## src/rtl/key_event_module.sv

```systemverilog
// Turns a debounced active-low key level into one-cycle click / long-press / auto-repeat events.
// Latency: events are registered, visible the cycle after the deciding edge; no backpressure (pulses are fire-and-forget).
module key_event_module #(
    parameter int CNT_W      = 26,
    parameter int LONG_CNT   = 50_000_000,
    parameter int REPEAT_CNT = 10_000_000
) (
    input  logic CLK,
    input  logic RSTn,
    input  logic Key_In,
    output logic Click_Sig,
    output logic Long_Sig,
    output logic Repeat_Sig,
    output logic Hold_Level,
    output logic Step_Sig
);

    typedef enum logic [1:0] {
        IDLE  = 2'd0,
        PRESS = 2'd1,
        HOLD  = 2'd2
    } state_t;

    localparam logic [CNT_W-1:0] LONG_LAST   = CNT_W'(LONG_CNT - 1);
    localparam logic [CNT_W-1:0] REPEAT_LAST = CNT_W'(REPEAT_CNT - 1);

    state_t             state_q, state_d;
    logic [CNT_W-1:0]   cnt_q, cnt_d;
    logic               key_q;
    logic               click_q, click_d;
    logic               long_q, long_d;
    logic               repeat_q, repeat_d;
    logic               fall;

    // key_q resets high so a key already held through reset reads as a fresh press.
    assign fall = key_q & ~Key_In;

    always_comb begin
        state_d  = state_q;
        cnt_d    = cnt_q;
        click_d  = 1'b0;
        long_d   = 1'b0;
        repeat_d = 1'b0;
        case (state_q)
            IDLE: begin
                if (fall) begin
                    state_d = PRESS;
                    cnt_d   = '0;
                end
            end
            PRESS: begin
                // Release is checked first so it beats the long threshold on the same edge.
                if (Key_In) begin
                    click_d = 1'b1;
                    state_d = IDLE;
                end else if (cnt_q == LONG_LAST) begin
                    long_d  = 1'b1;
                    cnt_d   = '0;
                    state_d = HOLD;
                end else begin
                    cnt_d = cnt_q + 1'b1;
                end
            end
            HOLD: begin
                if (Key_In) begin
                    state_d = IDLE;
                    cnt_d   = '0;
                end else if (cnt_q == REPEAT_LAST) begin
                    repeat_d = 1'b1;
                    cnt_d    = '0;
                end else begin
                    cnt_d = cnt_q + 1'b1;
                end
            end
            default: begin
                state_d = IDLE;
                cnt_d   = '0;
            end
        endcase
    end

    always_ff @(posedge CLK or negedge RSTn) begin
        if (!RSTn) begin
            state_q  <= IDLE;
            cnt_q    <= '0;
            key_q    <= 1'b1;
            click_q  <= 1'b0;
            long_q   <= 1'b0;
            repeat_q <= 1'b0;
        end else begin
            state_q  <= state_d;
            cnt_q    <= cnt_d;
            key_q    <= Key_In;
            click_q  <= click_d;
            long_q   <= long_d;
            repeat_q <= repeat_d;
        end
    end

    assign Click_Sig  = click_q;
    assign Long_Sig   = long_q;
    assign Repeat_Sig = repeat_q;
    assign Hold_Level = (state_q == HOLD);
    assign Step_Sig   = click_q | long_q | repeat_q;

endmodule

```

## config.mk

```make
export PLATFORM = sky130hd
export DESIGN_NAME = key_event_module
export DESIGN_NICKNAME = d
export VERILOG_FILES = /design/src/rtl/key_event_module.sv
export SDC_FILE = /design/constraint.sdc
export NUM_CORES = 1
export LEC_CHECK = 0
export ABC_AREA = 1
export CAP_MARGIN = 5
export CORE_UTILIZATION = 40
export CTS_CLUSTER_DIAMETER = 60
export DETAILED_ROUTE_END_ITERATION = 7
export PLACE_DENSITY = 0.67
export SLEW_MARGIN = 5
export SYNTH_ARGS = -nofsm -noshare
export SYNTH_HDL_FRONTEND = slang
export SYNTH_SLANG_ARGS = --single-unit
export TNS_END_PERCENT = 10
```

## constraint.sdc

```tcl
create_clock -name CLK -period 2.6 [get_ports CLK]
set_input_delay 0.78 -clock CLK [delete_from_list [all_inputs] [get_ports CLK]]
set_output_delay 0.78 -clock CLK [all_outputs]
set_load 0.01 [all_outputs]
```

==> results.md <==
- The area of all sequential standard cells is 802.0 um^2.
- The final total negative setup slack is 0 ns.
- The overall routing resource usage is 0.2061.
- The startpoint identified for the worst register-to-register timing path is cnt_q[0]$_DFFE_PN0P_.
- The area growth from synthesis to layout is 12.34%.
- The max-slew headroom at the worst pin is 0.7244.
- The first-pass detailed-route iteration total is 5.
- The kind of cell with the highest combined delay along the critical path is buffers and inverters.
- The count of nets left with antenna violations once routing finished came out at 0.
- Clock-pin slew was measured on the worst setup and hold paths at 0.07 ns.
- The buffer count from post-CTS setup fixing is 0.
- The prevailing post-synth register cell is sky130_fd_sc_hd__dfrtp_1.
- The effective utilization at floorplan is 0.4170.
- From left edge to right edge, the die measures 74.97 um.
- The filler cells instantiated in the layout total 553.
- The detailed-route wire length is 4993 um.
- The power density over the cells is 628.8 mW/mm^2.
- The cell count after synthesis is 303.
- The DRC violation count after routing is 0.
- Of the total synthesized cell area, the portion taken by AND, OR, NAND and NOR gates is 0.4136.
- The first global-routing pass estimated 8542 um of wire.
- Data on the critical path is required at its endpoint by 1.82 ns.
- In this run, synthesis inferred 0 flip-flops with an integrated enable.
- The clock net in this run drives a total of 32 sinks.
- Together, buffers and inverters on the worst path number 2.
- The net count of the finished layout is 324.
- Of the total synthesized cell area, the portion taken by full adders, half adders and majority gates is 0.02350.
- Derived from the worst setup path, the maximum achievable clock frequency is 0.4351 GHz.
- The capture instance of the worst register-to-register path is cnt_q[17]$_DFFE_PN0P_.
- Setup slack on the worst reg-to-reg path comes out at 0.71 ns.
- The final critical delay including setup and external delays is 2.299 ns.
- The critical path crosses 3 cells after its start point.
- The final period utilization is 0.8841.
- Detailed placement ended at an HPWL of 3837 um.
- For this run, the register share of the synthesized area comes to 0.3766.
- The critical-path maximum fanout is 3.
- The logic depth of the worst register-to-register path is 12.
- The placeable core region is 0.005107 mm^2.
- The overall overflow remaining after global route is 0.
- The detailed router placed 1937 vias in this run.
- The area of the multi-input gates is 0.001111 mm^2.
- Across all setup checks in the final design, the least slack found is 0.3014 ns.
- The instance area at placement is 0.002285 mm^2.
- The final cell count without fillers is 388.
- Setup violations remaining at the end of the flow were counted as 0.
- The flow ran to the end, and the final reports show no timing, DRC or antenna violations.
- The routed length per instance is 12.87 um.
- After clock tree synthesis, the flow added hold-fix buffers numbering 0.
- The critical path class is reg2out.
- In this run the core area contains 26 standard-cell rows.
- In the final layout, the share of cells above drive strength 1 is 0.1132.
- The H-tree depth reported by CTS is 2.
- The number of buffers added by the clock tree synthesis step is 5.
- Dividing the detail-routed via count by the number of cells gives 4.992.
- Summed over all instances, the cell type with the most area after synthesis is sky130_fd_sc_hd__dfrtp_1.
- The synthesized area divided by synthesized cell count is 7.028 um^2.
- The post-route standard cell area excluding fillers is 0.002392 mm^2.
- Sorting the synthesized cells by area gives the leading types as sky130_fd_sc_hd__dfrtp_1 36%, sky130_fd_sc_hd__nand2_1 11%, sky130_fd_sc_hd__nor2_1 8.8%.
- The congestion estimate from routability-driven global placement came to 0.9551.
- The actual transition at the worst max-transition pin is 0.4135 ns.
- Input and output buffers added on the ports amount to 7.
- The via count of the first global-routing pass is 1844.
- Setup repair after global routing left no endpoint under its margin.
- The cell area that synthesis handed to floorplanning was 0.002130 mm^2.
- The setup clock skew after layout is 0.005229 ns.
- The analysis attributes to cell leakage a power of 1.016 nW.
- Measured against the total synthesized area, the mux share comes to 0.
- The worst IR drop on VDD is 296.8 uV.
- The number of antenna repair diodes is 0.
- The clock root buffer master is sky130_fd_sc_hd__clkbuf_8.
- The area enclosed by the die boundary is 0.005620 mm^2.
- The category of the worst setup path capture point is an output pin.
- The floorplan step set the die height to 74.97 um.
- The clock latency on the worst-skew pair is 0.28 ns.
- The hold violation count in the final report is 0.
- The number of slew-limit violations in the final report came to 0.
- The placement-stage worst setup slack is 0.1200 ns.
- In this run, placement finished with an instance count of 380.
- The pin count of the biggest net entering global routing is 33.
- Of the total synthesized cell area, the portion taken by XOR and XNOR cells is 0.05347.
- The compound-gate portion of the synthesized area is 0.03114.
- The synthesis-stage register bit count is 32.
- The min-delay analysis places its worst path in the category reg2reg.
- The detailed router finished its first iteration with 134 violations.
- During I/O placement, the number of pins put on the boundary was 8.
- The clock tree from TritonCTS is done.
- Following the worst setup path forward leads to its endpoint at Hold_Level.
- The slowest cell on the critical path is sky130_fd_sc_hd__clkdlybuf4s50_1.
- Traced cell by cell, the critical path runs through inv_1 -> ha_1 -> clkdlybuf4s50_1.
- The total nets after synthesis is 310.
- The number of antenna violations at the first check in global routing is 0.
- The number of different library cells used by synthesis comes to 26.
- The maximum cell stage delay along the critical path is 0.54 ns.
- The cell with the most instances after synthesis is sky130_fd_sc_hd__nand2_1.
- The main combinational cell family by area after synthesis is simple AND/OR/NAND/NOR gates.
- The worst setup path is launched from a flip-flop.
- In the synthesized netlist, the cells that appear most often are 61 x sky130_fd_sc_hd__nand2_1, 50 x sky130_fd_sc_hd__nor2_1, 43 x sky130_fd_sc_hd__inv_1.
- Counting along the longest clock path gives a buffer depth of 2.
- During synthesis, Yosys emitted a total of 0 warnings.
- In this run the worst setup path begins at state_q[0]$_DFFE_PN0P_.
- The max capacitance violation total is 0.
- The arrival time of data at the critical path endpoint is 1.52 ns.
- The share of async-settable or async-resettable flops after synthesis is 1.000.
- The share of synthesized area in the top cell type comes to 0.3643.
- The count of cells resized by post-cts repair is 0.
[metal layers]
| layer | wire, um | share of wire | GRT usage |
|---|---|---|---|
| met1 | 2356 | 0.47 | 0.2709 |
| met2 | 2335 | 0.47 | 0.3223 |
| met3 | 190 | 0.038 | 0.04418 |
| met4 | 110 | 0.022 | 0.1006 |
| met5 | 0 | 0 | 0 |
[state kept, by name, indices dropped and copies added (netlist names)]
signal	flops
Click_Sig	1
Long_Sig	1
Repeat_Sig	1
cnt_q	26
key_q	1
state_q	2
[worst reg2reg max path, stage by stage (launching register included)]
cell                      delay [ns]
sky130_fd_sc_hd__dfrtp_1        0.41
sky130_fd_sc_hd__ha_1           0.19
sky130_fd_sc_hd__nand3_1        0.14
sky130_fd_sc_hd__inv_1          0.12
sky130_fd_sc_hd__nand3_2        0.13
sky130_fd_sc_hd__inv_1          0.11
sky130_fd_sc_hd__nand3_1        0.11
sky130_fd_sc_hd__nand2_1        0.09
sky130_fd_sc_hd__nand2_2        0.11
sky130_fd_sc_hd__nand2_2        0.10
sky130_fd_sc_hd__nand2_4        0.07
sky130_fd_sc_hd__inv_8          0.13
sky130_fd_sc_hd__nor2_1         0.07
[area by class of cell]
| class | count | area share |
|---|---|---|
| clock buffer | 6 | 0.03033 |
| clock inverter | 2 | 0.01464 |
| inverter | 45 | 0.07374 |
| multi-input combinational | 221 | 0.4644 |
| sequential | 32 | 0.3353 |
| tap | 70 | 0.03661 |
| timing repair buffer | 12 | 0.04498 |
[worst min path at each step]
stage	endpoint	cells after the start	start	slack [ns]
3_5_place_dp	cnt_q[1]$_DFFE_PN0P_	2	cnt_q[1]$_DFFE_PN0P_	0.51
2_1_floorplan	cnt_q[1]$_DFFE_PN0P_	2	cnt_q[1]$_DFFE_PN0P_	0.47
5_1_grt	cnt_q[1]$_DFFE_PN0P_	2	cnt_q[1]$_DFFE_PN0P_	0.55
4_1_cts	cnt_q[1]$_DFFE_PN0P_	2	cnt_q[1]$_DFFE_PN0P_	0.53
6_report	cnt_q[1]$_DFFE_PN0P_	2	cnt_q[1]$_DFFE_PN0P_	0.52
3_3_place_gp	cnt_q[1]$_DFFE_PN0P_	2	cnt_q[1]$_DFFE_PN0P_	0.50
[metrics by stage]
step / power, W / utilization / hold WS, ns
after detailed placement: 0.001051 / 0.4473 / 0.5132
after global placement: 0.001046 / 0.4473 / 0.5004
after floorplan: 0.0009372 / - / 0.4750
after CTS: 0.001525 / 0.4684 / 0.5301
final: 0.001504 / 0.4684 / 0.5193
after global routing: 0.001602 / 0.4684 / 0.5476
[placed cells by master (no fill, tap or decap), types with 2 or more instances in the layout]
master	n
sky130_fd_sc_hd__a21oi_1	3
sky130_fd_sc_hd__buf_4	5
sky130_fd_sc_hd__clkbuf_8	5
sky130_fd_sc_hd__clkdlybuf4s50_1	7
sky130_fd_sc_hd__dfrtp_1	31
sky130_fd_sc_hd__ha_1	4
sky130_fd_sc_hd__inv_1	43
sky130_fd_sc_hd__nand2_1	61
sky130_fd_sc_hd__nand2_2	6
sky130_fd_sc_hd__nand3_1	36
sky130_fd_sc_hd__nand4_1	8
sky130_fd_sc_hd__nor2_1	50
sky130_fd_sc_hd__nor2_2	11
sky130_fd_sc_hd__nor2_4	2
sky130_fd_sc_hd__nor3_1	11
sky130_fd_sc_hd__nor4_1	2
sky130_fd_sc_hd__o21ai_0	9
sky130_fd_sc_hd__xnor2_1	3
sky130_fd_sc_hd__xor2_1	10
[cells by family (layout without fill, tap and decap cells)]
family,Yosys count,in the layout
AND/OR/NAND/NOR,191,191
buffers and inverters,50,65
flip-flops,32,32
AO/OA/AOI/OAI,13,13
XOR/XNOR,13,13
adder cells (fa/ha/maj),4,4
[where the power goes]
group          leakage, nW  internal, W  switching (W)
Sequential           0.440     0.000525      0.0000204
Clock               0.0552     0.000284       0.000187
Combinational        0.521     0.000154       0.000334
Total                 1.02     0.000963       0.000541
No activity file was read; power rests on OpenSTA's default activity.
==> variant 1 (config.mk and constraints unchanged) <==
`CNT_W`: 26 -> 13.
--- a/src/rtl/key_event_module.sv
+++ b/src/rtl/key_event_module.sv
@@ -3,3 +3,3 @@
 module key_event_module #(
-    parameter int CNT_W      = 26,
+    parameter int CNT_W      = 13,
     parameter int LONG_CNT   = 50_000_000,
Check against the original RTL: same outputs for any inputs over 10 cycles, from zero or initial values and one cycle with RSTn low; that may be too few to reach the edited logic, so the function may still have changed.
==> variant 1 against the unedited design <==
- synthesized cell count fell by 52%
- total power is 39% lower
- clock skew is 0.0018 ns higher
- register-to-register slack gained 0.26 ns
- count of clock-buffer cells in the layout shrank 2
- worst setup slack better by 0.0073 ns
- design area fell by 46%
- sequential cell count down 13
- global-route usage is 4.2 points lower
- first-iteration DRC count fell by 89%
- synthesized area decreased by 46%
- routed wire length is 55% lower
- critical endpoint is now Step_Sig
- via count shrank 51%
- clock power decreased by 68%
==> variant 1: results (changes against the unedited design) <==
.. list-table::
   :header-rows: 1

   * - Metric
     - Value
   * - Worst hold endpoint
     - cnt_q[0] (was cnt_q[1])
   * - Startpoint of the worst-slack reg-to-reg timing path
     - state_q[1] (was cnt_q[0])
   * - Beginning of the worst hold path
     - cnt_q[0] (was cnt_q[1])
   * - Switching fraction of total power
     - 0.429 (was 0.360)
   * - Worst Reg-to-Reg Cells
     - 7 (was 12)
   * - Number of nets in the final layout
     - 164 (was 324)
   * - Synth cell types
     - 24 (was 26)
   * - Worst voltage drop across the vdd grid
     - 0.418 mV (was 0.297 mV)
   * - Worst Hold Depth
     - 1 (was 2)
   * - Placer's final routability congestion estimate
     - 0.875 (was 0.955)
   * - Vias in the first global route
     - 930 (was 1844)
   * - DRC violation total after the first TritonRoute iteration
     - 15 (was 134)
   * - Detail-routed via count per cell
     - 5.06 (was 4.99)
   * - Most used standard cells in the synthesized netlist
     - 37 x sky130_fd_sc_hd__nand2_1, 21 x sky130_fd_sc_hd__inv_1, 18 x sky130_fd_sc_hd__dfrtp_1 (was 61 x sky130_fd_sc_hd__nand2_1, 50 x sky130_fd_sc_hd__nor2_1, 43 x sky130_fd_sc_hd__inv_1)
   * - Crit-path max cell delay
     - 0.48 ns (was 0.54 ns)
   * - Clock Latency Late Sink
     - 0.30 ns (was 0.28 ns)
   * - Maximum level of the CTS H-tree
     - 1 (was 2)
   * - Relative slew slack
     - 0.710 (was 0.724)
   * - Number of fillers in the final layout
     - 273 (was 553)
   * - Clock root cell
     - sky130_fd_sc_hd__clkbuf_4 (was sky130_fd_sc_hd__clkbuf_8)
   * - Share of post-route cells with drive strength above 1
     - 0.179 (was 0.113)
   * - First-pass iteration count of the detailed router
     - 4 (was 5)
   * - Post-Synthesis Net Count
     - 152 (was 310)
   * - FF-to-FF setup slack
     - 0.97 ns (was 0.71 ns)
   * - WL per Instance
     - 12.0 um (was 12.9 um)
   * - Placed standard-cell area
     - 1260 um^2 (was 2280 um^2)
   * - Pre-CTS worst setup slack
     - 0.247 ns (was 0.120 ns)
   * - Clock-pin transition on the worst setup and hold timing paths
     - 0.11 ns (was 0.07 ns)
   * - Result of the run
     - complete, no violations (unchanged)
   * - Critical path peak fanout
     - 2 (was 3)
   * - DP HPWL
     - 1.80 mm (was 3.84 mm)
   * - Largest regs
     - cnt_q (13), state_q (2) (was cnt_q (26), state_q (2))
   * - P_leak
     - 0.624 nW (was 1.02 nW)
   * - Tot GR Track Use
     - 0.164 (was 0.206)
   * - Part of the Yosys area used for sequential elements
     - 0.412 (was 0.377)
[variant 1: cell types whose count changed in the layout (fill, tap and decap cells not counted), moves of 7 or more]
cell                      delta
sky130_fd_sc_hd__inv_1      -22
sky130_fd_sc_hd__dfrtp_1    -13
sky130_fd_sc_hd__nand3_1    -31
sky130_fd_sc_hd__nor2_1     -40
sky130_fd_sc_hd__nor3_1      -9
sky130_fd_sc_hd__nand2_1    -24
sky130_fd_sc_hd__xor2_1      -7
sky130_fd_sc_hd__o21ai_0     -9
[variant 1: power groups by stage]
stage / clock [W] / sequential [W] / combinational, W
finish: 0.000151 / 0.000354 / 0.000420
global route: 0.000173 / 0.000360 / 0.000478
CTS: 0.000159 / 0.000354 / 0.000424
detailed placement: 0 / 0.000360 / 0.000423
global placement: 0 / 0.000358 / 0.000414
floorplan: 0 / 0.000357 / 0.000344
[variant 1: final cells by class]
| type | instances | share of cell area |
|---|---|---|
| multi-input combinational | 103 | 0.455 |
| sequential | 19 | 0.370 |
| inverter | 22 | 0.0641 |
| timing repair buffer | 8 | 0.0603 |
| tap | 31 | 0.0301 |
| clock buffer | 4 | 0.0204 |
[variant 1: how the worst max path moves through the flow]
stage,slack (ns),endpoint,depth (start not counted),startpoint
CTS,0.30,Step_Sig,2,Long_Sig
detailed placement,0.25,cnt_q[2],8,Key_In
global placement,0.33,cnt_q[12],8,Key_In
finish,0.31,Step_Sig,2,Long_Sig
global route,0.24,Step_Sig,2,Long_Sig
floorplan,1.01,Step_Sig,1,Long_Sig
[variant 1: cell families after synthesis]
kind of cell | count (synthesis) | share of synthesized area
fa+ha+maj | 4 | 0.0433
simple gates | 77 | 0.325
buf+inv | 23 | 0.0812
flops | 19 | 0.412
compound gates | 16 | 0.0931
xor+xnor | 6 | 0.0455
[variant 1: per-layer routing]
| layer | global-route usage | up-vias | share of wire | wire, um |
|---|---|---|---|---|
| li1 | - | 481 | - | - |
| met1 | 0.211 | 447 | 0.47 | 1060 |
| met2 | 0.275 | 14 | 0.49 | 1090 |
| met3 | 0.0256 | 4 | 0.026 | 59 |
| met4 | 0.0679 | 0 | 0.014 | 31 |
| met5 | 0 | - | 0 | 0 |
[variant 1: through the flow]
step | util | hold WS, ns | std cells
after floorplan | - | 0.475 | 145
after global placement | 0.457 | 0.501 | 183
after detailed placement | 0.457 | 0.507 | 183
after CTS | 0.467 | 0.525 | 187
after global routing | 0.467 | 0.544 | 187
final | 0.467 | 0.520 | 187
==> variant 2 (config.mk and constraints unchanged) <==
Made on the original files. The 3 states of `state_t` get a one-hot encoding in 3 bits.
--- a/src/rtl/key_event_module.sv
+++ b/src/rtl/key_event_module.sv
@@ -17,6 +17,6 @@
 
-    typedef enum logic [1:0] {
-        IDLE  = 2'd0,
-        PRESS = 2'd1,
-        HOLD  = 2'd2
+    typedef enum logic [2:0] {
+        IDLE  = 3'b001,
+        PRESS = 3'b010,
+        HOLD  = 3'b100
     } state_t;
Behaviour: same outputs for any inputs over 10 cycles, from zero or initial values and one cycle with RSTn low; not proved beyond that.
==> variant 2 against the unedited design <==
- global-route usage fell by 3.1 points
- sequential cell count increased by 1
- synthesized area rose by 0.29%
- worst setup slack better by 0.022 ns
- design area down 0.21%
- worst hold slack improved by 0.018 ns
- register-to-register slack improved by 0.08 ns
- non-clock buffer count down 2
- clock power is 6.4% higher
- routed wire length shrank 11%
- total power down 3.6%
- critical path depth shrank 1
- via count decreased by 3.0%
- first-iteration DRC count shrank 16%
- critical endpoint is now Step_Sig
- largest power group unchanged
==> variant 2: results (changes against the unedited design) <==
.. list-table::
   :header-rows: 1

   * - Metric
     - Value
   * - Post-Layout Cell Count
     - 379 (was 388)
   * - Largest regs
     - cnt_q (26), state_q (3) (was cnt_q (26), state_q (2))
   * - Met2 routed WL
     - 1.97 mm (was 2.34 mm)
   * - Result of the run
     - complete, no violations (unchanged)
   * - Most used standard cells in the synthesized netlist
     - 65 x sky130_fd_sc_hd__nand2_1, 51 x sky130_fd_sc_hd__inv_1, 36 x sky130_fd_sc_hd__nor2_1 (was 61 x sky130_fd_sc_hd__nand2_1, 50 x sky130_fd_sc_hd__nor2_1, 43 x sky130_fd_sc_hd__inv_1)
   * - Global routing met1 resource utilization
     - 0.240 (was 0.271)
   * - Synth area leaders
     - sky130_fd_sc_hd__dfrtp_1 36%, sky130_fd_sc_hd__nand2_1 11%, sky130_fd_sc_hd__inv_1 9.0% (was sky130_fd_sc_hd__dfrtp_1 36%, sky130_fd_sc_hd__nand2_1 11%, sky130_fd_sc_hd__nor2_1 8.8%)
   * - Maximum number of pins on one net before global-route repair
     - 34 (was 33)
   * - Total wire length after detailed routing
     - 4.44 mm (was 4.99 mm)
   * - Synth Area in Compound Gates
     - 0.0299 (was 0.0311)
   * - Grt met3 use
     - 0.0361 (was 0.0442)
   * - Flop+latch power
     - 0.000580 W (was 0.000545 W)
   * - Number of instances in the synthesized netlist
     - 295 (was 303)
   * - Arrival @ worst endpoint
     - 1.50 ns (was 1.52 ns)
   * - Worst Hold Depth
     - 1 (was 2)
   * - Vias in the first global route
     - 1642 (was 1844)
   * - Number of nets in the final layout
     - 312 (was 324)
   * - Worst voltage drop across the vdd grid
     - 0.264 mV (was 0.297 mV)
   * - FF-to-FF setup slack
     - 0.79 ns (was 0.71 ns)
   * - Pre-CTS worst setup slack
     - 0.144 ns (was 0.120 ns)
   * - Worst hold endpoint
     - cnt_q[0] (was cnt_q[1])
   * - Crit Reg-Reg Endpoint
     - cnt_q[24] (was cnt_q[17])
   * - First-pass GRT wire length
     - 7.45 mm (was 8.54 mm)
   * - Post-Route Hold Slack
     - 0.537 ns (was 0.519 ns)
   * - Total placed cells including tap cells
     - 371 (was 380)
   * - P_leak
     - 1.19 nW (was 1.02 nW)
   * - Tot GR Track Use
     - 0.175 (was 0.206)
   * - Part of the Yosys area used for sequential elements
     - 0.388 (was 0.377)
   * - Critical path peak fanout
     - 2 (was 3)
==> variant 2: worst max-delay path by stage <==
stage	from	endpoint	depth (start not counted)	slack [ns]
floorplan	Key_In	cnt_q[21]	11	0.88
detailed placement	Key_In	cnt_q[8]	9	0.14
finish	Long_Sig	Step_Sig	2	0.32
global route	state_q[2]	Hold_Level	2	0.25
CTS	state_q[2]	Hold_Level	2	0.31
global placement	Key_In	cnt_q[25]	9	0.17
==> variant 2: layout make-up <==
cell class | count | area (um^2)
fill | 528 | 2750
timing repair buffer | 10 | 92.6
sequential | 33 | 828
clock buffer | 7 | 86.3
multi-input combinational | 199 | 1040
inverter | 59 | 221
clock inverter | 1 | 30.0
tap | 70 | 87.6
==> variant 2: cells by family after synthesis <==
logic type / count (synthesis)
and+or+nand+nor: 180
buffers and inverters: 63
DFF: 33
AOI/OAI and AO/OA: 11
xor gates and xnor gates: 7
adders and majority gates: 1
